`src/rtl/mem_port_scheduler_pkg.sv`:
```
// Shared types and constants for the accelerator memory port scheduler.
`ifndef MEM_ADDR_SIZE
`define MEM_ADDR_SIZE 16
`endif
`ifndef MEM_BANDWIDTH
`define MEM_BANDWIDTH 4
`endif

package mem_port_scheduler_pkg;

    localparam int unsigned MEM_ADDR_W  = `MEM_ADDR_SIZE;
    localparam int unsigned MEM_DATA_W  = `MEM_BANDWIDTH * 8;
    localparam int unsigned NUM_CLIENTS = 3;
    localparam int unsigned SRC_W       = 2;

    typedef enum logic [SRC_W-1:0] {
        IFMAP_BUFFER  = 2'd0,
        WEIGHT_BUFFER = 2'd1,
        COMPRESSOR    = 2'd2,
        NONE          = 2'd3
    } memory_source_e;

    localparam logic [SRC_W-1:0] CLIENT_DECOMP = 2'd0;
    localparam logic [SRC_W-1:0] CLIENT_WEIGHT = 2'd1;
    localparam logic [SRC_W-1:0] CLIENT_COMP   = 2'd2;

    // Next round-robin start point after a grant to idx (mod 3).
    function automatic logic [SRC_W-1:0] rr_advance(input logic [SRC_W-1:0] idx);
        return (idx == CLIENT_COMP) ? CLIENT_DECOMP : idx + 2'd1;
    endfunction

endpackage

```
`src/rtl/mem_port_scheduler_if.sv`:
```
// Command/response bus between the scheduler and the memory model.
interface mem_port_scheduler_if
    import mem_port_scheduler_pkg::*;
#(
    parameter int unsigned ADDR_W = MEM_ADDR_W,
    parameter int unsigned DATA_W = MEM_DATA_W
);
    logic              mem_ready;
    logic [ADDR_W-1:0] mem_addr;
    logic              mem_read_valid;
    logic              mem_write_valid;
    logic [DATA_W-1:0] mem_write_data;
    logic [DATA_W-1:0] mem_data;
    logic              mem_valid;

    modport master (
        input  mem_ready, mem_data, mem_valid,
        output mem_addr, mem_read_valid, mem_write_valid, mem_write_data
    );

    modport slave (
        output mem_ready, mem_data, mem_valid,
        input  mem_addr, mem_read_valid, mem_write_valid, mem_write_data
    );
endinterface

```
`src/rtl/mem_port_scheduler_tag_fifo.sv`:
```
// In-order tag FIFO recording which client issued each outstanding read.
module mem_tag_fifo #(
    parameter int unsigned DEPTH = 16,
    parameter int unsigned WIDTH = 2
) (
    input  logic                   clk,
    input  logic                   rst,
    input  logic                   flush,
    input  logic                   push,
    input  logic [WIDTH-1:0]       push_data,
    input  logic                   pop,
    output logic [WIDTH-1:0]       pop_data,
    output logic                   full,
    output logic                   empty,
    output logic [$clog2(DEPTH):0] count
);
    localparam int unsigned PTR_W = $clog2(DEPTH);
    localparam int unsigned CNT_W = PTR_W + 1;

    logic [WIDTH-1:0] mem_q [DEPTH];
    logic [WIDTH-1:0] mem_d [DEPTH];
    logic [PTR_W-1:0] wr_ptr_q, wr_ptr_d;
    logic [PTR_W-1:0] rd_ptr_q, rd_ptr_d;
    logic [CNT_W-1:0] cnt_q, cnt_d;
    logic             do_push, do_pop;

    assign full     = (cnt_q == CNT_W'(DEPTH));
    assign empty    = (cnt_q == '0);
    assign count    = cnt_q;
    assign pop_data = mem_q[rd_ptr_q];
    assign do_push  = push & ~full;
    assign do_pop   = pop & ~empty;

    // Pointer/count/storage next state; flush discards all entries.
    always_comb begin
        mem_d    = mem_q;
        wr_ptr_d = wr_ptr_q;
        rd_ptr_d = rd_ptr_q;
        cnt_d    = cnt_q;
        if (flush) begin
            wr_ptr_d = '0;
            rd_ptr_d = '0;
            cnt_d    = '0;
        end else begin
            if (do_push) begin
                mem_d[wr_ptr_q] = push_data;
                wr_ptr_d        = wr_ptr_q + PTR_W'(1);
            end
            if (do_pop) begin
                rd_ptr_d = rd_ptr_q + PTR_W'(1);
            end
            cnt_d = cnt_q + CNT_W'(do_push) - CNT_W'(do_pop);
        end
    end

    // State registers.
    always_ff @(posedge clk) begin
        if (rst) begin
            for (int i = 0; i < int'(DEPTH); i++) mem_q[i] <= '0;
            wr_ptr_q <= '0;
            rd_ptr_q <= '0;
            cnt_q    <= '0;
        end else begin
            mem_q    <= mem_d;
            wr_ptr_q <= wr_ptr_d;
            rd_ptr_q <= rd_ptr_d;
            cnt_q    <= cnt_d;
        end
    end
endmodule

```
`src/rtl/mem_port_scheduler.sv`:
```
// Round-robin sharing of the single memory port between decompressor reads,
// weight-buffer reads and compressor writes, with in-order read return routing.
module mem_port_scheduler
    import mem_port_scheduler_pkg::*;
#(
    parameter int unsigned ADDR_W    = MEM_ADDR_W,
    parameter int unsigned DATA_W    = MEM_DATA_W,
    parameter int unsigned TAG_DEPTH = 16
) (
    input  logic                       clk,
    input  logic                       rst,
    input  logic                       start,
    input  logic [ADDR_W-1:0]          ifmap_base_addr,
    input  logic [ADDR_W-1:0]          weight_base_addr,
    input  logic [ADDR_W-1:0]          compressor_base_addr,
    input  logic                       decompressor_mem_req,
    input  logic                       weight_buffer_mem_req,
    input  logic                       compressor_mem_req,
    output logic                       decompressor_mem_ack,
    output logic                       weight_buffer_mem_ack,
    output logic                       compressor_mem_ack,
    input  logic [DATA_W-1:0]          compressed_data,
    mem_port_scheduler_if.master       mem,
    output logic [DATA_W-1:0]          decompressor_mem_data,
    output logic [DATA_W-1:0]          weight_buffer_mem_data,
    output logic                       decompressor_mem_data_valid,
    output logic                       weight_buffer_mem_data_valid,
    output logic [$clog2(TAG_DEPTH):0] outstanding,
    output logic                       orphan_rsp
);
    logic [ADDR_W-1:0]      ptr_q [NUM_CLIENTS];
    logic [ADDR_W-1:0]      ptr_d [NUM_CLIENTS];
    logic [SRC_W-1:0]       rr_ptr_q, rr_ptr_d;
    logic                   orphan_q, orphan_d;
    logic [NUM_CLIENTS-1:0] elig;
    logic [NUM_CLIENTS-1:0] grant;
    memory_source_e         grant_src;
    logic                   block;
    logic                   fifo_full, fifo_empty, fifo_pop;
    logic [SRC_W-1:0]       fifo_head;

    assign block   = rst | start;
    assign elig[0] = decompressor_mem_req  & mem.mem_ready & ~fifo_full & ~block;
    assign elig[1] = weight_buffer_mem_req & mem.mem_ready & ~fifo_full & ~block;
    assign elig[2] = compressor_mem_req    & mem.mem_ready & ~block;

    // Round-robin search starting at rr_ptr; first eligible client wins.
    always_comb begin
        grant_src = NONE;
        for (int k = 0; k < int'(NUM_CLIENTS); k++) begin
            automatic logic [2:0]       sum  = {1'b0, rr_ptr_q} + 3'(k);
            automatic logic [SRC_W-1:0] cand = (sum >= 3'd3) ? 2'(sum - 3'd3) : sum[1:0];
            if (grant_src == NONE && elig[cand]) grant_src = memory_source_e'(cand);
        end
    end

    assign grant[0] = (grant_src == IFMAP_BUFFER);
    assign grant[1] = (grant_src == WEIGHT_BUFFER);
    assign grant[2] = (grant_src == COMPRESSOR);

    assign decompressor_mem_ack  = grant[0];
    assign weight_buffer_mem_ack = grant[1];
    assign compressor_mem_ack    = grant[2];

    // Command address comes from the granted client's pointer.
    always_comb begin
        mem.mem_addr = '0;
        case (grant_src)
            IFMAP_BUFFER:  mem.mem_addr = ptr_q[CLIENT_DECOMP];
            WEIGHT_BUFFER: mem.mem_addr = ptr_q[CLIENT_WEIGHT];
            COMPRESSOR:    mem.mem_addr = ptr_q[CLIENT_COMP];
            default:       mem.mem_addr = '0;
        endcase
    end

    assign mem.mem_read_valid  = grant[0] | grant[1];
    assign mem.mem_write_valid = grant[2];
    assign mem.mem_write_data  = compressed_data;

    assign fifo_pop = mem.mem_valid & ~fifo_empty & ~block;

    mem_tag_fifo #(
        .DEPTH (TAG_DEPTH),
        .WIDTH (SRC_W)
    ) u_tag_fifo (
        .clk       (clk),
        .rst       (rst),
        .flush     (start),
        .push      (mem.mem_read_valid),
        .push_data (2'(grant_src)),
        .pop       (fifo_pop),
        .pop_data  (fifo_head),
        .full      (fifo_full),
        .empty     (fifo_empty),
        .count     (outstanding)
    );

    assign decompressor_mem_data        = mem.mem_data;
    assign weight_buffer_mem_data       = mem.mem_data;
    assign decompressor_mem_data_valid  = fifo_pop & (fifo_head == CLIENT_DECOMP);
    assign weight_buffer_mem_data_valid = fifo_pop & (fifo_head == CLIENT_WEIGHT);
    assign orphan_rsp                   = orphan_q;

    // Pointer, priority and orphan-flag next state.
    always_comb begin
        ptr_d    = ptr_q;
        rr_ptr_d = rr_ptr_q;
        orphan_d = orphan_q;
        if (start) begin
            ptr_d[CLIENT_DECOMP] = ifmap_base_addr;
            ptr_d[CLIENT_WEIGHT] = weight_base_addr;
            ptr_d[CLIENT_COMP]   = compressor_base_addr;
            rr_ptr_d             = '0;
            orphan_d             = 1'b0;
        end else begin
            for (int i = 0; i < int'(NUM_CLIENTS); i++) begin
                if (grant[i]) ptr_d[i] = ptr_q[i] + ADDR_W'(1);
            end
            if (grant_src != NONE) rr_ptr_d = rr_advance(2'(grant_src));
            if (mem.mem_valid && fifo_empty) orphan_d = 1'b1;
        end
    end

    // State registers.
    always_ff @(posedge clk) begin
        if (rst) begin
            for (int i = 0; i < int'(NUM_CLIENTS); i++) ptr_q[i] <= '0;
            rr_ptr_q <= '0;
            orphan_q <= 1'b0;
        end else begin
            ptr_q    <= ptr_d;
            rr_ptr_q <= rr_ptr_d;
            orphan_q <= orphan_d;
        end
    end
endmodule

```
`src/flat_wrapper.sv`:
```
// flat-port wrapper written by rule: the top's interface ports become plain ports
module mem_port_scheduler_flat import mem_port_scheduler_pkg::*;
#(
    parameter int unsigned ADDR_W    = MEM_ADDR_W,
    parameter int unsigned DATA_W    = MEM_DATA_W,
    parameter int unsigned TAG_DEPTH = 16
)
  (clk, rst, start, ifmap_base_addr, weight_base_addr, compressor_base_addr, decompressor_mem_req, weight_buffer_mem_req, compressor_mem_req, decompressor_mem_ack, weight_buffer_mem_ack, compressor_mem_ack, compressed_data, decompressor_mem_data, weight_buffer_mem_data, decompressor_mem_data_valid, weight_buffer_mem_data_valid, outstanding, orphan_rsp, mem_mem_ready, mem_mem_data, mem_mem_valid, mem_mem_addr, mem_mem_read_valid, mem_mem_write_valid, mem_mem_write_data);
  mem_port_scheduler_if #(.ADDR_W(ADDR_W), .DATA_W(DATA_W)) mem_i ();
  input  logic clk;
  input  logic rst;
  input  logic start;
  input  logic [ADDR_W-1:0] ifmap_base_addr;
  input  logic [ADDR_W-1:0] weight_base_addr;
  input  logic [ADDR_W-1:0] compressor_base_addr;
  input  logic decompressor_mem_req;
  input  logic weight_buffer_mem_req;
  input  logic compressor_mem_req;
  output logic decompressor_mem_ack;
  output logic weight_buffer_mem_ack;
  output logic compressor_mem_ack;
  input  logic [DATA_W-1:0] compressed_data;
  output logic [DATA_W-1:0] decompressor_mem_data;
  output logic [DATA_W-1:0] weight_buffer_mem_data;
  output logic decompressor_mem_data_valid;
  output logic weight_buffer_mem_data_valid;
  output logic [$clog2(TAG_DEPTH):0] outstanding;
  output logic orphan_rsp;
  input wire logic [$bits(mem_i.mem_ready)-1:0] mem_mem_ready;
  input wire logic [$bits(mem_i.mem_data)-1:0] mem_mem_data;
  input wire logic [$bits(mem_i.mem_valid)-1:0] mem_mem_valid;
  output wire logic [$bits(mem_i.mem_addr)-1:0] mem_mem_addr;
  output wire logic [$bits(mem_i.mem_read_valid)-1:0] mem_mem_read_valid;
  output wire logic [$bits(mem_i.mem_write_valid)-1:0] mem_mem_write_valid;
  output wire logic [$bits(mem_i.mem_write_data)-1:0] mem_mem_write_data;
  assign mem_i.mem_ready = mem_mem_ready;
  assign mem_i.mem_data = mem_mem_data;
  assign mem_i.mem_valid = mem_mem_valid;
  assign mem_mem_addr = mem_i.mem_addr;
  assign mem_mem_read_valid = mem_i.mem_read_valid;
  assign mem_mem_write_valid = mem_i.mem_write_valid;
  assign mem_mem_write_data = mem_i.mem_write_data;
  mem_port_scheduler #(.ADDR_W(ADDR_W), .DATA_W(DATA_W), .TAG_DEPTH(TAG_DEPTH)) u_core (.clk(clk), .rst(rst), .start(start), .ifmap_base_addr(ifmap_base_addr), .weight_base_addr(weight_base_addr), .compressor_base_addr(compressor_base_addr), .decompressor_mem_req(decompressor_mem_req), .weight_buffer_mem_req(weight_buffer_mem_req), .compressor_mem_req(compressor_mem_req), .decompressor_mem_ack(decompressor_mem_ack), .weight_buffer_mem_ack(weight_buffer_mem_ack), .compressor_mem_ack(compressor_mem_ack), .compressed_data(compressed_data), .mem(mem_i), .decompressor_mem_data(decompressor_mem_data), .weight_buffer_mem_data(weight_buffer_mem_data), .decompressor_mem_data_valid(decompressor_mem_data_valid), .weight_buffer_mem_data_valid(weight_buffer_mem_data_valid), .outstanding(outstanding), .orphan_rsp(orphan_rsp));
endmodule
```
`config.mk`:
```
export PLATFORM = sky130hd
export DESIGN_NAME = mem_port_scheduler_flat
export DESIGN_NICKNAME = d
export VERILOG_FILES = /design/src/rtl/mem_port_scheduler_pkg.sv /design/src/rtl/mem_port_scheduler_if.sv /design/src/rtl/mem_port_scheduler_tag_fifo.sv /design/src/rtl/mem_port_scheduler.sv /design/src/flat_wrapper.sv
export SDC_FILE = /design/constraint.sdc
export NUM_CORES = 1
export LEC_CHECK = 0
export ABC_AREA = 0
export BUFFER_PORTS_ARGS = -buffer_cell sky130_fd_sc_hd__buf_2
export CAP_MARGIN = 20
export CELL_PAD_IN_SITES_DETAIL_PLACEMENT = 1
export CELL_PAD_IN_SITES_GLOBAL_PLACEMENT = 1
export CORE_AREA = 5 5 144 146
export CTS_BUF_LIST = sky130_fd_sc_hd__clkbuf_4 sky130_fd_sc_hd__clkbuf_8 sky130_fd_sc_hd__clkbuf_16
export DETAILED_ROUTE_END_ITERATION = 6
export DIE_AREA = 0 0 149 151
export PLACE_DENSITY_LB_ADDON = 0.1
export SETUP_SLACK_MARGIN = 0.2
export SYNTH_ARGS = -nofsm -noshare
export SYNTH_HDL_FRONTEND = slang
export SYNTH_SLANG_ARGS = --single-unit
export TNS_END_PERCENT = 50
```
`constraint.sdc`:
```
create_clock -name clk -period 4 [get_ports clk]
set_clock_uncertainty 0.1 [all_clocks]
set_input_delay 0.6 -clock clk [delete_from_list [all_inputs] [get_ports clk]]
set_output_delay 0.6 -clock clk [all_outputs]
set_load 0.01 [all_outputs]
```
==> results.txt <==
The run finished with clean final reports. The count of fill cells added during filler insertion was 2,339. The H-tree depth reported by CTS came out at 3. Yosys printed 0 warnings. Tracing the worst setup path back leads to its startpoint at u_core.rr_ptr_q[1]. Wire length of the first global-routing pass: 33,720 um. The arithmetic-cell share of the synthesized area counting full adders, half adders and majority gates was 0.03520; the number of detailed-routing iterations run before antenna repair was 4. The slowest stage of the critical path is the sky130_fd_sc_hd__dfxtp_1 cell.

The initial antenna violation count was 0. The largest vdd supply drop was 0.2039 mV; the number of post-CTS setup repair buffers was 0. For this design the static power due to leakage is 2.542 nW. The core region is 19,270 um^2. The floorplan step defined a die boundary enclosing 22,500 um^2. In this run the horizontal extent of the chip is 149 um. Buffers inserted to repair hold after CTS numbered 0. The run gives 0.2907 as the proportion of synthesized chip area in sequential cells. TritonCTS built the clock tree. The congestion estimate from routability-driven global placement came to 0.8513. The setup path with the least slack is of type flop to primary output. Setup repair after global routing left no endpoint under its margin. The detail route stage leaves a number of antenna-violating nets equal to 0. The startpoint identified for the worst hold timing path is u_core.u_tag_fifo.mem_q[15]. Post-synthesis compound-gate area fraction: 0.1821.

Number of cells on the worst reg-to-reg path: 18. Across the run, the number of max-cap violations was 0. The worst setup path is captured at a primary output. The signal on the critical path passes through inv_1 > ha_2 > mux2i_1 > a211oi_2 > buf_6 > o21ai_1 > o21ai_2 > inv_2 > buf_4 > mux2i_2 > o22ai_1 > buf_2. 0 antenna diodes ended up in the layout.

The routed via count divided by cell count was 5.588. The fraction of the mapped netlist area in simple logic gates was 0.2178. CTS saw 96 sinks. The wire-length estimate of the detail-placed layout is 15,150 um. The count of final hold-check violations was 0; the net count reported at finish was 903.

The proportion of synthesized flip-flops having asynchronous set or reset is 0. The register clock-pin slew on the reported worst setup and hold paths was 70 ps. Entering global routing, the biggest net connects 54 pins.

For the worst-skew pair, the clock arrives at the later sink with an insertion delay of 360 ps. The effective utilization at floorplan was 0.3431; the largest fanout on the critical path was 20. The number of pins exceeding their max-slew limit in the final report is 0. For the relative slew slack, the log shows 0.5001.

Total negative slack: 0 ps. The sum of routed wire length over all layers was 20,550 um; the number of buffer cells added on primary ports was 84. Summing internal, switching and leakage power gives 2.268 mW. The post-synth net total is 943, and the fraction of layout cells with a size suffix above 1 is 0.1883.

On the worst path, the slowest cell contributes a delay of 340 ps. In this run the worst hold path is classified as flop to flop. Synthesis instantiated 69 different standard cells from the library. The final period utilization was 0.9121. The post-synthesis xor/xnor area fraction is 0.01855, and the initial detailed-routing violation count is 349. The post-synthesis instance area is 6611 um^2, and the total DRC errors in the routed layout is 0. For the maximum number of buffers from clock root to sink, the log shows 2. STA puts the critical path data arrival time at 2950 ps.

At the pin with the least slew margin, the transition time is 749.0 ps. Row generation in the floorplan step produced 51 rows. Based on the critical path, the design can be clocked at up to 274.1 MHz. For the overflow left after global routing, the log shows 0. The number of global-route vias before repair came out at 6,267. The startpoint identified for the worst register-to-register timing path is u_core.rr_ptr_q[1]. The required time of the critical path is 3300 ps, and the average cell area after synthesis is 8.213 um^2. Pin placement for this block handled 245 I/O pins. From synthesis to final layout, the design area changed by 4.126%. In the final routed layout, each cell accounts on average for 19.85 um.

Counting flops and latches in the post-synthesis netlist gives 96. The worst setup path is launched from a flop. The worst register-to-register path ends at u_core.u_tag_fifo.count[4].

In the synthesized netlist the dominant register cell turns out to be sky130_fd_sc_hd__dfxtp_1. The total number of vias is 5,784. The routed design could run at a clock period as short as 3648 ps. The chip height is 151 um.

Buffers inserted during clock tree synthesis total 9. In this run the register-to-register setup slack is 550 ps. For the post-synthesis instance total, the log shows 805. Root cell of the clock tree: sky130_fd_sc_hd__clkbuf_16. In this run the worst setup path terminates at mem_mem_addr[2].

The number of enable-type register cells in the synthesized netlist is 0. The global-route usage over all layers came out at 0.1858. Setup violations remaining at the end of the flow were counted as 0.

The multiplexer share of the synthesized area came out at 0.09822. Power spread over the standard cell area amounts to 329.4 nW/um^2. The largest family of logic cells by synthesized area was simple AND/OR/NAND/NOR gates.
[cells by family (layout without fill, tap and decap cells)]
kind of cell               after synthesis  count (layout)
buffers and inverters                  176             141
DFF                                     96              96
and+or+nand+nor                        272             272
adders and majority gates               18              18
xor gates and xnor gates                14              14
muxes                                   52              52
AOI/OAI and AO/OA                      177             177
[critical path: cells and delay by family, from the launching register on]
family | cells | cell delay (ps)
AOI/OAI and AO/OA | 4 | 510
adders and majority gates | 1 | 300
buffers and inverters | 5 | 790
DFF | 1 | 340
muxes | 2 | 640
[worst min path at each step]
stage,to,cells after the start,slack [ps]
final,u_core.u_tag_fifo.mem_q[15],1,380
after global routing,u_core.u_tag_fifo.mem_q[19],1,390
after CTS,u_core.u_tag_fifo.mem_q[19],1,380
after detailed placement,u_core.u_tag_fifo.mem_q[19],1,370
after global placement,u_core.orphan_rsp,2,340
after floorplan,u_core.ptr_q[47],2,340
[layout by cell type (no fill, tap or decap), types with 8 or more instances in the layout]
master,synthesis,routed
sky130_fd_sc_hd__o2111ai_1,16,16
sky130_fd_sc_hd__ha_1,17,15
sky130_fd_sc_hd__nor3b_1,18,18
sky130_fd_sc_hd__inv_1,21,21
sky130_fd_sc_hd__buf_2,7,84
sky130_fd_sc_hd__o21ai_1,33,33
sky130_fd_sc_hd__dfxtp_1,96,96
sky130_fd_sc_hd__nand3_1,39,39
sky130_fd_sc_hd__o21a_1,9,9
sky130_fd_sc_hd__mux2i_1,39,36
sky130_fd_sc_hd__and3_1,16,16
sky130_fd_sc_hd__nor2b_1,8,8
sky130_fd_sc_hd__a211oi_1,11,11
sky130_fd_sc_hd__clkbuf_16,0,9
sky130_fd_sc_hd__nand4_1,13,13
sky130_fd_sc_hd__a311oi_1,11,11
sky130_fd_sc_hd__mux4_2,10,10
sky130_fd_sc_hd__nor3_1,11,11
sky130_fd_sc_hd__nand2_1,57,57
sky130_fd_sc_hd__a21oi_1,15,14
sky130_fd_sc_hd__buf_4,97,16
sky130_fd_sc_hd__nor2_1,58,58
sky130_fd_sc_hd__or3_1,12,12
sky130_fd_sc_hd__a31oi_1,10,10
sky130_fd_sc_hd__o21ai_0,30,30
[state kept, by name (all words and copies together) (netlist names)]
register,cells
u_core.rr_ptr_q,2
u_core.u_tag_fifo.rd_ptr_q,4
u_core.u_tag_fifo.count,5
u_core.orphan_rsp,1
u_core.ptr_q,48
u_core.u_tag_fifo.wr_ptr_q,4
u_core.u_tag_fifo.mem_q,32
[metal layers]
metal / vias up / part of all wire / global-route usage
li1: 2756 / - / -
met1: 2841 / 0.45 / 0.2321
met2: 144 / 0.50 / 0.3202
met3: 43 / 0.041 / 0.04249
met4: 0 / 0.018 / 0.05584
met5: - / 0 / 0
[cell usage after synthesis (all sizes together), types with 15 or more instances]
master | instances | share of area
buf | 107 | 0.12
dfxtp | 96 | 0.29
o21ai | 64 | 0.049
nor2 | 58 | 0.033
nand2 | 57 | 0.032
clkbuf | 45 | 0.026
mux2i | 39 | 0.059
nand3 | 39 | 0.030
inv | 24 | 0.014
nor3b | 19 | 0.022
ha | 17 | 0.032
and3 | 16 | 0.015
o2111ai | 16 | 0.021
a21oi | 15 | 0.011
[cell type report]
cell class              instances  area, um^2  share of cell area
repair buffers                101       551.8             0.08015
clock buffers                   9       225.2             0.03272
well taps                     265       331.6             0.04816
clock inverters                 7       91.34             0.01327
multi-input cells             533        3670              0.5331
flip-flops and latches         96        1922              0.2792
inverters                      24       92.59             0.01345
[what timing repair did]
action	CTS	global route
hold endpoints to repair	0	0
endpoints found under the setup margin	1	19
gates resized for setup	1	8
[metrics by stage]
stage	setup slack [ps]	instance area [um^2]	util	std cells	hold WS [ps]
after global placement	624.4	6544	0.3396	1019	341.7
after CTS	223.9	6863	0.3561	1035	376.4
after global routing	207.0	6884	0.3572	1035	389.1
final	351.6	6884	0.3572	1035	375.7
after floorplan	311.7	6611	-	805	336.3
after detailed placement	434.9	6544	0.3396	1019	365.3
[power by group]
| group | switching, mW | internal [mW] | leakage [nW] | total, mW |
|---|---|---|---|---|
| clock network | 0.442 | 0.501 | 0.156 | 0.943 |
| registers | 0.0508 | 0.992 | 0.785 | 1.04 |
| logic | 0.169 | 0.113 | 1.60 | 0.282 |
| total | 0.662 | 1.61 | 2.54 | 2.27 |
Power figures use the tool's default switching activity.
